### config.mk
export PLATFORM = sky130hd
export DESIGN_NAME = cim_quantize_seq
export DESIGN_NICKNAME = d
export VERILOG_FILES = /design/src/rtl/cim_quantize_seq.sv
export SDC_FILE = /design/constraint.sdc
export NUM_CORES = 1
export LEC_CHECK = 0
export ABC_AREA = 1
export CAP_MARGIN = 5
export CORE_ASPECT_RATIO = 0.6
export CORE_MARGIN = 10
export CORE_UTILIZATION = 62
export CTS_CLUSTER_SIZE = 30
export DETAILED_ROUTE_END_ITERATION = 6
export DONT_BUFFER_PORTS = 1
export PLACE_DENSITY = 0.77
export SYNTH_ARGS = -nofsm -noshare
export SYNTH_HDL_FRONTEND = slang
export SYNTH_SLANG_ARGS = --single-unit
### constraint.sdc
create_clock -name clk -period 7.4 [get_ports clk]
set_input_delay 0.37 -clock clk [delete_from_list [all_inputs] [get_ports clk]]
set_output_delay 0.37 -clock clk [all_outputs]
set_load 0.01 [all_outputs]
### src/rtl/cim_quantize_seq.sv
// Sequential CIM column quantizer.
// Accepts one row of COLS column sums through a valid/ready handshake, then
// pushes one column per cycle through a shared shift/round/saturate quantizer.
// The shift comes from the active-row count so that a full-scale row sum maps
// onto the OUT_W output range.
//
// Ports:
//   clk, rst           clock, synchronous active-high reset
//   in_valid/in_ready  input handshake (in_ready high only in IDLE)
//   cim_input          COLS packed column sums, column c at [c*IN_W +: IN_W]
//   col_en             per-column enable, disabled columns output 0
//   matrix_act         active row count R, legal range 1..2^(ACT_W-1)
//   round_en           1 = round half up, 0 = truncate
//   out_valid/out_ready output handshake (out_valid high only in DONE)
//   q_output           COLS packed quantized columns, column c at [c*OUT_W +: OUT_W]
//   sat_flag           per-column saturation indicator
//   act_err            matrix_act was illegal for this transaction
//   busy               FSM is not in IDLE
module cim_quantize_seq #(
    parameter int unsigned IN_W  = 6,
    parameter int unsigned OUT_W = 4,
    parameter int unsigned COLS  = 8,
    parameter int unsigned ACT_W = 5
) (
    input  logic                    clk,
    input  logic                    rst,
    input  logic                    in_valid,
    output logic                    in_ready,
    input  logic [COLS*IN_W-1:0]    cim_input,
    input  logic [COLS-1:0]         col_en,
    input  logic [ACT_W-1:0]        matrix_act,
    input  logic                    round_en,
    output logic                    out_valid,
    input  logic                    out_ready,
    output logic [COLS*OUT_W-1:0]   q_output,
    output logic [COLS-1:0]         sat_flag,
    output logic                    act_err,
    output logic                    busy
);

    localparam int unsigned CNT_W = (COLS > 1) ? $clog2(COLS) : 1;
    localparam int unsigned SH_W  = (IN_W - OUT_W > 0) ? $clog2(IN_W - OUT_W + 1) : 1;
    localparam int unsigned MAX_R = 1 << (ACT_W - 1);
    localparam int unsigned EXT_W = IN_W + 1;
    localparam logic [EXT_W-1:0] Q_MAX    = EXT_W'((1 << OUT_W) - 1);
    localparam logic [CNT_W-1:0] LAST_COL = CNT_W'(COLS - 1);

    typedef enum logic [1:0] {
        IDLE  = 2'd0,
        QUANT = 2'd1,
        DONE  = 2'd2
    } state_t;

    state_t             state_q;
    state_t             state_d;
    logic               in_ready_d;
    logic               out_valid_d;
    logic               busy_d;
    logic               load_c;
    logic               step_c;

    logic [CNT_W-1:0]   cnt_q;
    logic [IN_W-1:0]    col_sum_q [COLS];
    logic [COLS-1:0]    en_q;
    logic [ACT_W-1:0]   act_q;
    logic               rnd_q;

    logic [SH_W-1:0]    shift_c;
    logic [EXT_W-1:0]   ext_c;
    logic [EXT_W-1:0]   t_c;
    logic [OUT_W-1:0]   q_col_c;
    logic               sat_col_c;
    logic               act_bad_c;

    // Legality of the incoming row count, latched into act_err at capture.
    assign act_bad_c = (matrix_act == '0) || (32'(matrix_act) > MAX_R);

    // FSM state and registered handshake/status outputs.
    always_ff @(posedge clk) begin
        if (rst) begin
            state_q   <= IDLE;
            in_ready  <= 1'b1;
            out_valid <= 1'b0;
            busy      <= 1'b0;
        end else begin
            state_q   <= state_d;
            in_ready  <= in_ready_d;
            out_valid <= out_valid_d;
            busy      <= busy_d;
        end
    end

    // Next-state logic; registered outputs are decoded from the next state.
    always_comb begin
        state_d     = state_q;
        load_c      = 1'b0;
        step_c      = 1'b0;
        in_ready_d  = 1'b0;
        out_valid_d = 1'b0;
        busy_d      = 1'b0;
        case (state_q)
            IDLE: begin
                if (in_valid) begin
                    load_c  = 1'b1;
                    state_d = QUANT;
                end
            end
            QUANT: begin
                step_c = 1'b1;
                if (cnt_q == LAST_COL) begin
                    state_d = DONE;
                end
            end
            DONE: begin
                if (out_ready) begin
                    state_d = IDLE;
                end
            end
            default: state_d = IDLE;
        endcase
        in_ready_d  = (state_d == IDLE);
        out_valid_d = (state_d == DONE);
        busy_d      = (state_d != IDLE);
    end

    // Shift = max(0, ceil(log2(R)) - (ACT_W-1) + (IN_W-OUT_W)).
    always_comb begin
        int unsigned k;
        int          sv;
        k = 0;
        for (int unsigned i = 0; i < ACT_W; i++) begin
            if ((32'd1 << i) < 32'(act_q)) begin
                k = i + 1;
            end
        end
        sv      = int'(k) + int'(IN_W - OUT_W) - int'(ACT_W - 1);
        shift_c = (sv > 0) ? SH_W'(sv) : '0;
    end

    // Shared quantizer for the current column; one extra bit absorbs the rounding carry.
    always_comb begin
        ext_c = {1'b0, col_sum_q[cnt_q]};
        if (rnd_q && (shift_c != '0)) begin
            ext_c = ext_c + (EXT_W'(1) << (shift_c - SH_W'(1)));
        end
        t_c       = ext_c >> shift_c;
        q_col_c   = '0;
        sat_col_c = 1'b0;
        if (en_q[cnt_q] && !act_err) begin
            if (t_c > Q_MAX) begin
                q_col_c   = OUT_W'(Q_MAX);
                sat_col_c = 1'b1;
            end else begin
                q_col_c   = OUT_W'(t_c);
            end
        end
    end

    // Capture registers, column counter and result registers.
    always_ff @(posedge clk) begin
        if (rst) begin
            cnt_q    <= '0;
            en_q     <= '0;
            act_q    <= '0;
            rnd_q    <= 1'b0;
            q_output <= '0;
            sat_flag <= '0;
            act_err  <= 1'b0;
            for (int c = 0; c < COLS; c++) begin
                col_sum_q[c] <= '0;
            end
        end else begin
            if (load_c) begin
                cnt_q   <= '0;
                en_q    <= col_en;
                act_q   <= matrix_act;
                rnd_q   <= round_en;
                act_err <= act_bad_c;
                for (int c = 0; c < COLS; c++) begin
                    col_sum_q[c] <= cim_input[c*IN_W +: IN_W];
                end
            end
            if (step_c) begin
                q_output[cnt_q*OUT_W +: OUT_W] <= q_col_c;
                sat_flag[cnt_q]                <= sat_col_c;
                cnt_q <= (cnt_q == LAST_COL) ? '0 : cnt_q + CNT_W'(1);
            end
        end
    end

endmodule

==> impl_metrics.tcl <==
set metrics [dict create \
    diodes 0 \
    cts_tree "done" \
    num-fill-cells 635 \
    critical_path_arrival_ps 4180 \
    critical_path_class "flip-flop to flip-flop" \
    drive_gt1_frac 0.133 \
    crit_top_cell "nand2_1" \
    hpwl_um 10300 \
    syn_inst 667 \
    wl_per_cell_um 18.2 \
    port_buffers 0 \
    fin_ws_ps 3550 \
    path_cells "o21ai_0, o22ai_1, nand2_1, nand2_1, ha_1, inv_1, fa_1, nand3b_1, nand2_1, nand4_1, nand2_1, nand2_1, inv_1, nand2_1, nand3_1, nand3_1, nand2_4, nand4_2, a21oi_1" \
    core_um2 8690 \
    drv_cap 0 \
    outcome "finished, final reports clean" \
    antenna_found_initial 0 \
    worst_pin_slew_ps 1270 \
    grt_max_degree 61 \
    start_util 0.651 \
    grt_usage 0.215 \
    grt_pass1_wl_um 22700 \
    synth-edff-count 48 \
    synth.yosys.seq_area_share 0.488 \
    r2r_end "q_output[15]$_SDFFE_PP0P_" \
    die_width_um 143 \
    reg2reg_depth 19 \
    gp_congestion 0.901 \
    cts-resized-gates 0 \
    ff2ff_setup_slack_ps 3550 \
    crit_path_max_incr_delay_ps 960 \
    dp_slack_ps 3620 \
    root_buffer "clkbuf_16" \
    ys_ff_latch 114 \
    drtPass1Iterations 5 \
    hp-start "rst" \
    ys_warn_count 0 \
    ys_types 43 \
    vdd_drop_max_mv 0.186 \
    max_freq_mhz 260 \
    clock-sinks 114 \
    final_core_util 0.715 \
    end_kind "flip-flop" \
    hold_path_depth 1 \
    synth_nets 746 \
    async_reset_ff_frac 0 \
    cp-start-kind "flip-flop" \
    cts_made_buffers 17 \
    clock_path_buffers 2 \
    nNetsFinal 742 \
    area_delta_synth_final_pct 9.78 \
    hold_viol 0 \
    seqCellArea_um2 2760 \
    rsz0062_at_grt "false" \
    dp_cells 755 \
    drv_slew 0 \
    power_mw 1.71 \
    finalCritPeriodShare 0.520 \
    crit_fanout 25 \
    ant_nets 0 \
    tns_ps 0 \
    postCtsSetupRepairBufs 0 \
    p_leak_nw 2.75 \
    slowest_stage "dfxtp_1" \
    syn_area_per_cell_um2 8.48 \
    hold_buffers 0 \
    drc_errors 0 \
    critPathTopFamily "simple AND/OR/NAND/NOR gates" \
    crit_required_ps 7730 \
    overflow 0 \
    max_slew_margin 0.153 \
    finalNonFillerCells 788 \
    synthFlopType "dfxtp_1" \
    min_period_ps 3850 \
    vias 4570 \
    insertion_delay_ps 410 \
    syn_area_um2 5660 \
    powerDensity_nw_per_um2 275 \
    num_rows 26 \
    hp-class "input port to flip-flop" \
    hold_path_end "en_q[0]$_SDFFE_PP0P_" \
    setup_viol 0 \
    die_y_um 94.0 \
    cp.buffers_inverters 2 \
    routed_wl_um 14400 \
    drtIter0Drc 509 \
    die-area_um2 13500 \
    htree_levels 4 \
    clkTransAtPathRegs_ps 50 \
    multiInputGateArea_um2 2310 \
    viasPerCell 5.80 \
    skew_ps 7.67 \
    grt_pass1_vias 4263 \
    ios 110 \
]
==> metrics by stage <==
step                      hold WS (ps)  cell area (um^2)
after floorplan                    443              5660
after global placement             443              5640
after detailed placement           445              5640
after CTS                         9.51              6200
after global routing              8.52              6210
final                             23.2              6210
==> area by class of cell <==
type / count / area share
Timing Repair Buffer: 3 / 0.00322
Multi-Input combinational cell: 420 / 0.373
Tap cell: 112 / 0.0226
Clock buffer: 24 / 0.0828
Sequential cell: 114 / 0.445
Inverter: 107 / 0.0659
Clock inverter: 8 / 0.00806
==> worst register-to-register path: stages, from the launching register on <==
cell,delay (ps)
dfxtp_1,960
o21ai_0,210
o22ai_1,220
nand2_1,110
nand2_1,100
ha_1,180
inv_1,60
fa_1,400
nand3b_1,190
nand2_1,90
nand4_1,110
nand2_1,100
nand2_1,80
inv_1,80
nand2_1,70
nand3_1,90
nand3_1,210
nand2_4,200
nand4_2,130
a21oi_1,200
==> flip-flops by register name, summed over array words and instances (netlist names), named ones only <==
| signal | flops |
|---|---|
| cnt_q | 3 |
| busy | 1 |
| act_err | 1 |
| en_q | 8 |
| act_q | 5 |
| out_valid | 1 |
| in_ready | 1 |
| rnd_q | 1 |
| q_output | 32 |
| sat_flag | 8 |
| col_sum_q | 48 |
| state_q | 2 |
==> metal layers <==
| metal | up-vias | track usage | wire length, um | share of wire |
|---|---|---|---|---|
| met1 | 2117 | 0.293 | 6330 | 0.44 |
| li1 | 2205 | - | - | - |
| met3 | 22 | 0.0929 | 1740 | 0.12 |
| met2 | 226 | 0.298 | 6080 | 0.42 |
| met4 | 0 | 0.0702 | 231 | 0.016 |
| met5 | - | 0 | 0 | 0 |
==> worst max path at each step <==
| stage | start | endpoint | slack, ps | cells past startpoint |
|---|---|---|---|---|
| floorplan | act_q[0]$_SDFFE_PP0P_ | q_output[23]$_SDFFE_PP0P_ | 4230 | 22 |
| global placement | flip-flop | q_output[9]$_SDFFE_PP0P_ | 3840 | 19 |
| detailed placement | flip-flop | q_output[29]$_SDFFE_PP0P_ | 3620 | 19 |
| CTS | flip-flop | q_output[29]$_SDFFE_PP0P_ | 3610 | 19 |
| global route | flip-flop | q_output[31]$_SDFFE_PP0P_ | 3250 | 19 |
| finish | flip-flop | q_output[15]$_SDFFE_PP0P_ | 3550 | 19 |
==> where the power goes <==
group	internal (mW)	leakage, nW	switching, mW	total (mW)
sequential	0.694	1.05	0.0261	0.720
combinational	0.0661	1.42	0.155	0.221
clock	0.483	0.277	0.283	0.766
==> cells in the mapped netlist (7+ instances only) <==
master	count	area share
nand2_2	7	0.0077
nand2_1	91	0.060
inv_1	98	0.065
o21ai_0	61	0.054
edfxtp_1	48	0.25
o22ai_1	9	0.010
clkbuf_1	13	0.0086
dfxtp_1	66	0.23
inv_2	8	0.0053
ha_1	12	0.027
nor2_1	84	0.056
nand4_2	14	0.031
a21oi_1	49	0.043
nand3_1	40	0.035
==> cell families after synthesis <==
logic type / share of synthesized area
fa+ha+maj: 0.0301
buf+inv: 0.103
xor+xnor: 0.00465
simple gates: 0.244
compound gates: 0.130
flops: 0.488
==> layout by cell type (no fill, tap or decap), drive strengths merged <==
cell,instances
xnor2,2
nand2,104
edfxtp,48
clkinv,5
clkbuf,25
dfxtp,66
nand3,47
a31oi,6
o22ai,9
a21oi,49
o211ai,2
nor2,91
or2,2
nor3,4
buf,2
ha,12
nand4,16
o21ai,66
inv,108
clkinvlp,2
nor4,4
o221ai,2
xor2,1
a21o,1
fa,1
nand3b,1
(Power assumes the default switching activity.)
